<file path="config.mk">
export PLATFORM = sky130hd
export DESIGN_NAME = display_scheduler_flat
export DESIGN_NICKNAME = d
export VERILOG_FILES = /design/src/rtl/display_scheduler_pkg.sv /design/src/rtl/display_scheduler_if.sv /design/src/rtl/display_scheduler_scan_timebase.sv /design/src/rtl/display_scheduler.sv /design/src/flat_wrapper.sv
export SDC_FILE = /design/constraint.sdc
export NUM_CORES = 1
export LEC_CHECK = 0
export BUFFER_PORTS_ARGS = -buffer_cell sky130_fd_sc_hd__buf_2
export CORE_AREA = 2 2 123 125
export DETAILED_ROUTE_END_ITERATION = 10
export DIE_AREA = 0 0 125 127
export GPL_ROUTABILITY_DRIVEN = 0
export HOLD_SLACK_MARGIN = 0.05
export SLEW_MARGIN = 20
export SYNTH_ARGS = -nofsm -noshare
export SYNTH_HDL_FRONTEND = slang
export SYNTH_SLANG_ARGS = --single-unit
</file>
<file path="constraint.sdc">
create_clock -name clock_i -period 5.53 [get_ports clock_i]
set_clock_uncertainty 0.05 [all_clocks]
set_input_delay 1.3825 -clock clock_i [delete_from_list [all_inputs] [get_ports clock_i]]
set_output_delay 1.3825 -clock clock_i [all_outputs]
set_load 0.005 [all_outputs]
</file>
<file path="src/rtl/display_scheduler_pkg.sv">
// Shared types and helpers for the two-source multiplexed 7-segment scheduler.
package display_sched_pkg;

    typedef enum logic [1:0] {
        IDLE = 2'd0,
        OWN0 = 2'd1,
        OWN1 = 2'd2
    } sched_state_t;

    localparam int          N_DIGITS   = 8;
    localparam logic [7:0]  ANODES_OFF = 8'hFF;

    // One-hot grant vector for a scheduler state; IDLE owns nothing.
    function automatic logic [1:0] owner_grant(input sched_state_t s);
        logic [1:0] g;
        g = 2'b00;
        case (s)
            OWN0:    g = 2'b01;
            OWN1:    g = 2'b10;
            default: g = 2'b00;
        endcase
        return g;
    endfunction

    // True when digit k is a leading zero: every nibble from k upward is zero.
    // Digit 0 is always shown so a zero word still reads "0".
    function automatic logic digit_blank(input logic [31:0] word, input logic [2:0] k);
        logic [31:0] upper;
        upper = word >> {k, 2'b00};
        return (k != 3'd0) && (upper == 32'd0);
    endfunction

endpackage

</file>
<file path="src/rtl/display_scheduler_if.sv">
// Requester/display bundle between the two sources and the scheduler.
interface display_scheduler_if;
    logic [1:0]  req;
    logic [31:0] data0;
    logic [31:0] data1;
    logic        lz_blank;
    logic [1:0]  grant;
    logic [3:0]  digit_value;
    logic [7:0]  anodes;
    logic        frame_done;

    // Master drives requests and words, observes the display side.
    modport master (
        output req, data0, data1, lz_blank,
        input  grant, digit_value, anodes, frame_done
    );

    // Slave is the scheduler itself.
    modport slave (
        input  req, data0, data1, lz_blank,
        output grant, digit_value, anodes, frame_done
    );
endinterface

</file>
<file path="src/rtl/display_scheduler_scan_timebase.sv">
// Digit scan timebase: prescaler, 3-bit digit index and frame-boundary pulse.
module scan_timebase #(
    parameter int PRESCALE = 100_000
) (
    input  logic       clock_i,
    input  logic       reset_ni,
    output logic       tick_o,
    output logic       wrap_o,
    output logic [2:0] idx_o,
    output logic       frame_done_o
);

    localparam int             PW       = (PRESCALE > 1) ? $clog2(PRESCALE) : 1;
    localparam logic [PW-1:0]  PRE_LAST = PW'(PRESCALE - 1);

    logic [PW-1:0] prescaler_q, prescaler_d;
    logic [2:0]    idx_q, idx_d;
    logic          frame_done_q;

    assign tick_o       = (prescaler_q == PRE_LAST);
    assign wrap_o       = tick_o && (idx_q == 3'd7);
    assign idx_o        = idx_q;
    assign frame_done_o = frame_done_q;

    // Next prescaler count and digit index; index advances only on a tick.
    always_comb begin
        prescaler_d = tick_o ? '0 : prescaler_q + 1'b1;
        idx_d       = tick_o ? idx_q + 3'd1 : idx_q;
    end

    // Timebase registers; frame_done is high for the first cycle of each new frame.
    always_ff @(posedge clock_i or negedge reset_ni) begin
        if (!reset_ni) begin
            prescaler_q  <= '0;
            idx_q        <= 3'd0;
            frame_done_q <= 1'b0;
        end else begin
            prescaler_q  <= prescaler_d;
            idx_q        <= idx_d;
            frame_done_q <= wrap_o;
        end
    end

endmodule

</file>
<file path="src/rtl/display_scheduler.sv">
// Two-requester 8-digit display scheduler: round-robin ownership with a minimum
// hold, once-per-frame snapshot of the owner's word, leading-zero blanking.
//
//   state | meaning
//   IDLE  | nobody owns the display, all anodes off
//   OWN0  | source 0 owns the display for the current frame
//   OWN1  | source 1 owns the display for the current frame
module display_scheduler
    import display_sched_pkg::*;
#(
    parameter int PRESCALE    = 100_000,
    parameter int HOLD_FRAMES = 4
) (
    input  logic                clock_i,
    input  logic                reset_ni,
    display_scheduler_if.slave  disp_io
);

    localparam int             HW        = (HOLD_FRAMES > 1) ? $clog2(HOLD_FRAMES) : 1;
    localparam logic [HW-1:0]  HOLD_LAST = HW'(HOLD_FRAMES - 1);

    logic        tick;
    logic        wrap;
    logic [2:0]  idx;
    logic [2:0]  idx_next;
    logic        frame_done;

    sched_state_t  state_q, state_d;
    logic [HW-1:0] hold_q, hold_d;
    logic          last_owner_q, last_owner_d;
    logic [1:0]    grant_q;
    logic [31:0]   buf_q, buf_d;
    logic [7:0]    anodes_q, anodes_d;
    logic [3:0]    digit_q, digit_d;

    scan_timebase #(
        .PRESCALE (PRESCALE)
    ) u_timebase (
        .clock_i      (clock_i),
        .reset_ni     (reset_ni),
        .tick_o       (tick),
        .wrap_o       (wrap),
        .idx_o        (idx),
        .frame_done_o (frame_done)
    );

    assign idx_next = idx + 3'd1;

    // Ownership decision, taken only at the frame boundary. A release is honoured
    // before any contention/hold check so a departing owner never pins the display.
    always_comb begin
        state_d      = state_q;
        hold_d       = hold_q;
        last_owner_d = last_owner_q;
        if (wrap) begin
            case (state_q)
                IDLE: begin
                    if (disp_io.req == 2'b11)
                        state_d = last_owner_q ? OWN0 : OWN1;
                    else if (disp_io.req[0])
                        state_d = OWN0;
                    else if (disp_io.req[1])
                        state_d = OWN1;
                end
                OWN0: begin
                    if (!disp_io.req[0])
                        state_d = disp_io.req[1] ? OWN1 : IDLE;
                    else if (disp_io.req[1] && (hold_q == HOLD_LAST))
                        state_d = OWN1;
                    else if (hold_q != HOLD_LAST)
                        hold_d = hold_q + 1'b1;
                end
                OWN1: begin
                    if (!disp_io.req[1])
                        state_d = disp_io.req[0] ? OWN0 : IDLE;
                    else if (disp_io.req[0] && (hold_q == HOLD_LAST))
                        state_d = OWN0;
                    else if (hold_q != HOLD_LAST)
                        hold_d = hold_q + 1'b1;
                end
                default: state_d = IDLE;
            endcase
            if ((state_d != state_q) && (state_d != IDLE)) begin
                hold_d       = '0;
                last_owner_d = (state_d == OWN1);
            end
        end
    end

    // Scheduler registers; grant is registered alongside the state it decodes.
    always_ff @(posedge clock_i or negedge reset_ni) begin
        if (!reset_ni) begin
            state_q      <= IDLE;
            hold_q       <= '0;
            last_owner_q <= 1'b1;
            grant_q      <= 2'b00;
        end else begin
            state_q      <= state_d;
            hold_q       <= hold_d;
            last_owner_q <= last_owner_d;
            grant_q      <= owner_grant(state_d);
        end
    end

    // Frame snapshot and the digit that becomes visible on this tick. Outputs are
    // computed from next-cycle index/owner/buffer so they move on the same edge as idx.
    always_comb begin
        buf_d    = buf_q;
        anodes_d = anodes_q;
        digit_d  = digit_q;
        if (wrap) begin
            case (state_d)
                OWN0:    buf_d = disp_io.data0;
                OWN1:    buf_d = disp_io.data1;
                default: buf_d = 32'd0;
            endcase
        end
        if (tick) begin
            if ((state_d == IDLE) || (disp_io.lz_blank && digit_blank(buf_d, idx_next))) begin
                anodes_d = ANODES_OFF;
                digit_d  = 4'd0;
            end else begin
                anodes_d = ~(8'b1 << idx_next);
                digit_d  = buf_d[{idx_next, 2'b00} +: 4];
            end
        end
    end

    // Frame buffer and display output registers.
    always_ff @(posedge clock_i or negedge reset_ni) begin
        if (!reset_ni) begin
            buf_q    <= 32'd0;
            anodes_q <= ANODES_OFF;
            digit_q  <= 4'd0;
        end else begin
            buf_q    <= buf_d;
            anodes_q <= anodes_d;
            digit_q  <= digit_d;
        end
    end

    assign disp_io.grant       = grant_q;
    assign disp_io.anodes      = anodes_q;
    assign disp_io.digit_value = digit_q;
    assign disp_io.frame_done  = frame_done;

endmodule

</file>
<file path="src/flat_wrapper.sv">
// flat-port wrapper written by rule: the top's interface ports become plain ports
module display_scheduler_flat import display_sched_pkg::*;
#(
    parameter int PRESCALE    = 100_000,
    parameter int HOLD_FRAMES = 4
)
  (clock_i, reset_ni, disp_io_req, disp_io_data0, disp_io_data1, disp_io_lz_blank, disp_io_grant, disp_io_digit_value, disp_io_anodes, disp_io_frame_done);
  display_scheduler_if disp_io_i ();
  input  logic clock_i;
  input  logic reset_ni;
  input wire logic [$bits(disp_io_i.req)-1:0] disp_io_req;
  input wire logic [$bits(disp_io_i.data0)-1:0] disp_io_data0;
  input wire logic [$bits(disp_io_i.data1)-1:0] disp_io_data1;
  input wire logic [$bits(disp_io_i.lz_blank)-1:0] disp_io_lz_blank;
  output wire logic [$bits(disp_io_i.grant)-1:0] disp_io_grant;
  output wire logic [$bits(disp_io_i.digit_value)-1:0] disp_io_digit_value;
  output wire logic [$bits(disp_io_i.anodes)-1:0] disp_io_anodes;
  output wire logic [$bits(disp_io_i.frame_done)-1:0] disp_io_frame_done;
  assign disp_io_i.req = disp_io_req;
  assign disp_io_i.data0 = disp_io_data0;
  assign disp_io_i.data1 = disp_io_data1;
  assign disp_io_i.lz_blank = disp_io_lz_blank;
  assign disp_io_grant = disp_io_i.grant;
  assign disp_io_digit_value = disp_io_i.digit_value;
  assign disp_io_anodes = disp_io_i.anodes;
  assign disp_io_frame_done = disp_io_i.frame_done;
  display_scheduler #(.PRESCALE(PRESCALE), .HOLD_FRAMES(HOLD_FRAMES)) u_core (.clock_i(clock_i), .reset_ni(reset_ni), .disp_io(disp_io_i));
endmodule
</file>
; After elaboration in Yosys (flattened, before gate mapping)
; Index checks and enable logic that the tools add are counted.
[word_totals]
reg_bits = 72
in_bits = 69
out_inout_bits = 15
word_cells = 73
[classes]
add_sub_neg = 3
n_eq_ne = 15
shift = 3
mux = 26
n_bitwise = 1
n_reduce_logical = 15
[ops]
columns = op, count
row1 = $pmux 32 s2, 1
row2 = $mux 2, 17
row3 = $logic_not 32->1, 1
row4 = $mux 32, 1
row5 = $shiftx 32x6->4, 1
row6 = $shr 32x5->32, 1
row7 = $add 17x1->17 const B, 1
row8 = $eq 17x17->1 const B, 1
row9 = $mux 17, 1
row10 = $eq 2x2->1 const B, 5
row11 = $mux 8, 1
row12 = $not 8->8, 1
row13 = $pmux 2 s2, 2
row14 = $shl 1x3->8 const A, 1
row15 = $logic_and 1x1->1, 6
row16 = $ne 3x2->1 const B, 2
row17 = $ne 3x3->1 const B, 2
row18 = $pmux 2 s3, 1
row19 = $reduce_and 6->1, 1
row20 = $reduce_bool 3->1, 2
row21 = $eq 2x1->1 const B, 2
row22 = $logic_not 2->1, 2
row23 = $mux 4, 1
row24 = $add 3x1->3 const B, 1
row25 = 8 further kinds, 8

; Logic depth before layout (Yosys ltp)
[depth]
ltp_word = 16
mapped_depth = 25
depth_no_buf = 18

; Cells and area by module
; Synthesis repeated with hierarchy kept, for this count alone.
[hier_totals]
cells_unflattened = 514
hier_area_um2 = 4737.0
[by_module_without_submodules]
columns = mod, instances, cells_per_inst, area_each_um2, seq_area_each_um2
row1 = display_scheduler, 1, 430, 3749.8, 1287.5
row2 = scan_timebase, 1, 84, 987.2, 525.5

; Worst setup path before layout
; No wires, ideal clock.
[synth_path]
path_kind = register -> register
startpoint = register u_core.u_timebase.prescaler_q[0]
endpoint = register u_core.anodes_q[0], in the netlist u_core.disp_io.anodes[0]
setup_ns = 0.073
t_arrival_ns = 4.613
required_time_ns = 5.407
path_slack_ns = 0.794
path_stages_with_launch = 23
path_buffers = 7
synth_period_minus_slack_ns = 4.736
cell_sequence = dfrtp_1 > ha_1 > and4_1 > and4_4 > buf_6 > nand2_8 > inv_4 > buf_6 > buf_2 > buf_2 > buf_2 > nor2_1 > a21o_1 > ha_1 > buf_2 > clkbuf_1 > nor2_1 > mux4_2 > nor4_1 > nand3b_1 > a221oi_1 > a31oi_2 > a21oi_1
[synth_between]
elab_chain_len = 12
word_cells_on_any_way = 14
cone_classes = 3 x eq/ne / 1 x shift / 4 x mux / 6 x reduce/logical
[synth_rtl]
columns = element, line_no
row1 = start: declaration, display_scheduler_scan_timebase.sv:16  ; logic [PW-1:0] prescaler_q, prescaler_d;
row2 = start signal: assignment, display_scheduler_scan_timebase.sv:38  ; prescaler_q <= prescaler_d;
row3 = $eq 17x17->1 (*), display_scheduler_scan_timebase.sv:20  ; assign tick_o = (prescaler_q == PRE_LAST);
row4 = $logic_and 1x1->1 (*), display_scheduler_scan_timebase.sv:21  ; assign wrap_o = tick_o && (idx_q == 3'd7);
row5 = $mux 2 (*), display_scheduler.sv:55  ; if (wrap) begin
row6 = named net u_core.state_d[0], display_scheduler.sv:28  ; sched_state_t state_q, state_d;
row7 = $eq 2x2->1 / $eq 2x1->1 (equally long branches), display_scheduler.sv:112  ; case (state_d)
row8 = $pmux 32 s2, display_scheduler.sv:112
row9 = $mux 32, display_scheduler.sv:111  ; if (wrap) begin
row10 = $shr 32x5->32, display_scheduler_pkg.sv:29  ; upper = word >> {k, 2'b00};
row11 = $logic_not 32->1, display_scheduler_pkg.sv:30  ; return (k != 3'd0) && (upper == 32'd0);
row12 = $logic_and 1x1->1, display_scheduler_pkg.sv:30
row13 = $logic_and 1x1->1, display_scheduler.sv:119  ; if ((state_d == IDLE) || (disp_io.lz_blank && digit_blank(buf_d, idx_next))) begin
row14 = $logic_or 1x1->1 (*), display_scheduler.sv:119
row15 = $mux 8 (*), display_scheduler.sv:119
row16 = end signal: assignment, display_scheduler.sv:137  ; anodes_q <= anodes_d;
row17 = end: declaration, display_scheduler.sv:33  ; logic [7:0] anodes_q, anodes_d;
; Mark *: on every way through the listed nets, which the timed path passes. The rest lies on a longest branch.
; A chain may end at the register's enable or synchronous reset.

; Final worst setup path
[layout_path]
startpoint = input port disp_io_req[0]
endpoint = register u_core.anodes_q[3], in the netlist u_core.disp_io.anodes[3]
[layout_between]
elab_chain_len = 15
word_cells_on_any_way = 22
cone_classes = 3 x eq/ne / 1 x shift / 12 x mux / 6 x reduce/logical
[layout_rtl]
columns = element, line_no
row1 = start: declaration, flat_wrapper.sv:11  ; input wire logic [$bits(disp_io_i.req)-1:0] disp_io_req;
row2 = $logic_and 1x1->1, display_scheduler.sv:76  ; else if (disp_io.req[0] && (hold_q == HOLD_LAST))
row3 = $mux 2, display_scheduler.sv:76
row4 = $mux 2, display_scheduler.sv:74  ; if (!disp_io.req[1])
row5 = $pmux 2 s3 (*), display_scheduler.sv:56  ; case (state_q)
row6 = $mux 2 (*) (2 in series), display_scheduler.sv:55
row7 = named net u_core.state_d[1], display_scheduler.sv:28
row8 = $eq 2x2->1 / $eq 2x1->1 (equally long branches), display_scheduler.sv:112
row9 = $pmux 32 s2, display_scheduler.sv:112
row10 = $mux 32, display_scheduler.sv:111
row11 = $shr 32x5->32, display_scheduler_pkg.sv:29
row12 = $logic_not 32->1, display_scheduler_pkg.sv:30
row13 = $logic_and 1x1->1, display_scheduler_pkg.sv:30
row14 = $logic_and 1x1->1, display_scheduler.sv:119
row15 = $logic_or 1x1->1 (*), display_scheduler.sv:119
row16 = $mux 8 (*), display_scheduler.sv:119
; Mark *: on every way through the listed nets, which the timed path passes. The rest lies on a longest branch. The select of a mux whose other input is x is not followed.

==> impl_metrics.env <==
export IMPL_synth_mux_area_frac=0.136
export IMPL_cts_tree="done"
export IMPL_yosysSeqAreaShare=0.395
export IMPL_route_antenna_remaining_nets=0
export IMPL_synth_fp_nets=565
export IMPL_clkLatencyLatePin_ns=0.34
export IMPL_yosys_area_share_simple=0.176
export IMPL_ir_drop_v=0.000102
export IMPL_fmax_mhz=194
export IMPL_postRouteWirelength_um=11900
export IMPL_synth_compound_area_frac=0.172
export IMPL_multi_input_area_um2=2560
export IMPL_final_cell_mix="buf_2, nor2_1, dfrtp_1"
export IMPL_critPathKind="primary input to register"
export IMPL_hp_class="register to register"
export IMPL_portBuffers=83
export IMPL_drive_gt1_frac=0.292
export IMPL_crit_path_start_kind="primary input"
export IMPL_synth_enable_flop_cells=0
export IMPL_worst_slew_pin_slew_ns=0.728
export IMPL_synth_cells=479
export IMPL_hpwl_um=8810
export IMPL_initial_core_util=0.318
export IMPL_rsz0062_at_grt="false"
export IMPL_synth_distinct_cells=54
export IMPL_overflow=0
export IMPL_final_common_cell="buf_2"
export IMPL_worst_slack_ns=0.383
export IMPL_drcViolationCount=0
export IMPL_cap_violations=0
export IMPL_n_antenna_cell=0
export IMPL_fin_crit_ns=5.15
export IMPL_postCtsSetupRepairBufs=0
export IMPL_cts_max_level=3
export IMPL_cp_end_kind="register"
export IMPL_rows=44
export IMPL_worstRegToRegCells=17
export IMPL_avgViaCountPerCell=5.29
export IMPL_utilization=0.378
export IMPL_final_hold_viol_count=0
export IMPL_cts_num_sinks=72
export IMPL_core_area_um2=14400
export IMPL_maxSlewViolCount=0
export IMPL_drt_iter0_drc=277
export IMPL_hold_path_depth=1
export IMPL_crit_required_ns=5.75
export IMPL_yosysWarnings=0
export IMPL_design_area_um2=5460
export IMPL_cts_root_buf="clkbuf_16"
export IMPL_timing_setup_tns_ns=0
export IMPL_ios=84
export IMPL_syn_avg_cell_area_um2=9.59
export IMPL_path_clk_slew_ns=0.06
export IMPL_wl_per_cell_um=16.2
export IMPL_power_density_nw_per_um2=205
export IMPL_area_growth_pct=18.8
export IMPL_fp_dieW_um=125
export IMPL_synthesis_area_um2=4590
export IMPL_first_pass_iters=4
export IMPL_synthFlopType="dfrtp_1"
export IMPL_dieArea_um2=15900
export IMPL_pre_cts_ws_ns=0.0841
export IMPL_synth_top_family_by_area="simple AND/OR/NAND/NOR gates"
export IMPL_antenna_found_initial=0
export IMPL_finalSetupViolCount=0
export IMPL_cp_data_arrival_time_ns=5.36
export IMPL_grt_pass1_vias=4024
export IMPL_synth_xor_area_frac=0.0267
export IMPL_nets=636
export IMPL_cts_hold_buf=0
export IMPL_synth_seq_cells=72
export IMPL_status="completed"
export IMPL_numCtsBuffers=9
export IMPL_synth_fa_ha_area_frac=0.0463
export IMPL_min_period_over_period=0.931
export IMPL_final_seq_area_um2=1810
export IMPL_power_mw=1.12
export IMPL_leakage_nw=2.28
export IMPL_fillers=1464
export IMPL_grtUsageTotal=0.158
export IMPL_critPathMaxFanout=22
export IMPL_postPlaceCellArea_um2=5180
export IMPL_cts_path_max_buffers=2
export IMPL_grt_pass1_wl_um=20400
export IMPL_synth_async_reset_ratio=1.00
export IMPL_cts_repair_resized=0
export IMPL_maxSlewHeadroom=0.514
export IMPL_grt_max_degree=57
export IMPL_dieHeight_um=127
export IMPL_vias=3909
-- Yosys cell counts (8+ instances only) --
cell type | number | area (um2)
mux4_2 | 14 | 315
a21oi_1 | 19 | 95.1
clkbuf_1 | 19 | 71.3
a22oi_1 | 38 | 285
dfstp_2 | 9 | 236
nor3_1 | 12 | 60.1
dfrtp_1 | 63 | 1580
o21ai_0 | 23 | 115
nand2_1 | 39 | 146
xor2_1 | 8 | 70.1
inv_1 | 18 | 67.6
nand3_1 | 23 | 115
nor2_1 | 63 | 236
ha_1 | 17 | 213
mux2_2 | 22 | 248
-- through the flow --
step | hold WS (ns) | std cells
after floorplan | 0.401 | 479
after global placement | 0.418 | 723
after detailed placement | 0.434 | 723
after CTS | 0.443 | 739
after global routing | 0.461 | 739
final | 0.441 | 739
-- where the power goes --
group	total (mW)	internal, mW	leakage [nW]	switching (mW)
clock network	0.547	0.307	0.129	0.240
logic	0.0442	0.0204	1.27	0.0238
registers	0.528	0.528	0.882	0.000489
-- flip-flops by register name, summed over array words and instances (netlist names) --
name,count
u_core.disp_io.anodes,8
u_core.state_q,2
u_core.u_timebase.prescaler_q,17
u_core.u_timebase.frame_done_o,1
u_core.hold_q,2
u_core.u_timebase.idx_o,3
u_core.disp_io.grant,2
u_core.disp_io.digit_value,4
u_core.buf_q,32
u_core.last_owner_q,1
-- metal layers --
| metal | up-vias | GRT usage | wire, um |
|---|---|---|---|
| li1 | 1896 | - | - |
| met1 | 1904 | 0.216 | 5720 |
| met2 | 100 | 0.259 | 5700 |
| met3 | 9 | 0.0289 | 411 |
| met4 | 0 | 0.0458 | 104 |
| met5 | - | 0 | 0 |
-- final cells by class --
cell class	instances	area share
repair buffers	91	0.0917
inverters	19	0.0135
flip-flops and latches	72	0.332
multi-input cells	357	0.469
clock inverters	7	0.00986
clock buffers	9	0.0413
well taps	184	0.0422
-- logic make-up after synthesis --
group | after synthesis
fa+ha+maj | 17
buf+inv | 50
simple gates | 170
compound gates | 114
mux | 42
flops | 72
xor+xnor | 14
-- worst max-delay path, cell delays in order --
cell      delay [ns]
buf_2           0.12
inv_1           0.08
o21ai_0         0.20
o21ai_0         0.12
a221oi_1        0.46
nor3_1          0.09
a21oi_1         0.19
inv_1           0.11
ha_1            0.35
buf_12          0.22
a22oi_1         0.24
nor2_1          0.09
mux4_2          0.50
nor4_1          0.31
nand3b_1        0.12
a221oi_1        0.40
a31oi_2         0.19
a21oi_1         0.18
-- worst paths after layout --
kind / startpoint / end / slack, ns
max: disp_io_req[0] / u_core.disp_io.anodes[3]$_DFFE_PN1N_ / 0.38
min: u_core.hold_q[0]$_DFFE_PN0P_ / u_core.hold_q[0]$_DFFE_PN0P_ / 0.44
max reg2reg: u_core.state_q[0]$_DFF_PN0_ / u_core.disp_io.anodes[3]$_DFFE_PN1N_ / 0.86
min reg2reg: u_core.hold_q[0]$_DFFE_PN0P_ / u_core.hold_q[0]$_DFFE_PN0P_ / 0.44
max in group asynchronous: reset_ni / u_core.last_owner_q$_DFFE_PN1P_ / 3.35
min in group asynchronous: reset_ni / u_core.u_timebase.prescaler_q[11]$_DFF_PN0_ / 1.04
(Power assumes the default switching activity.)
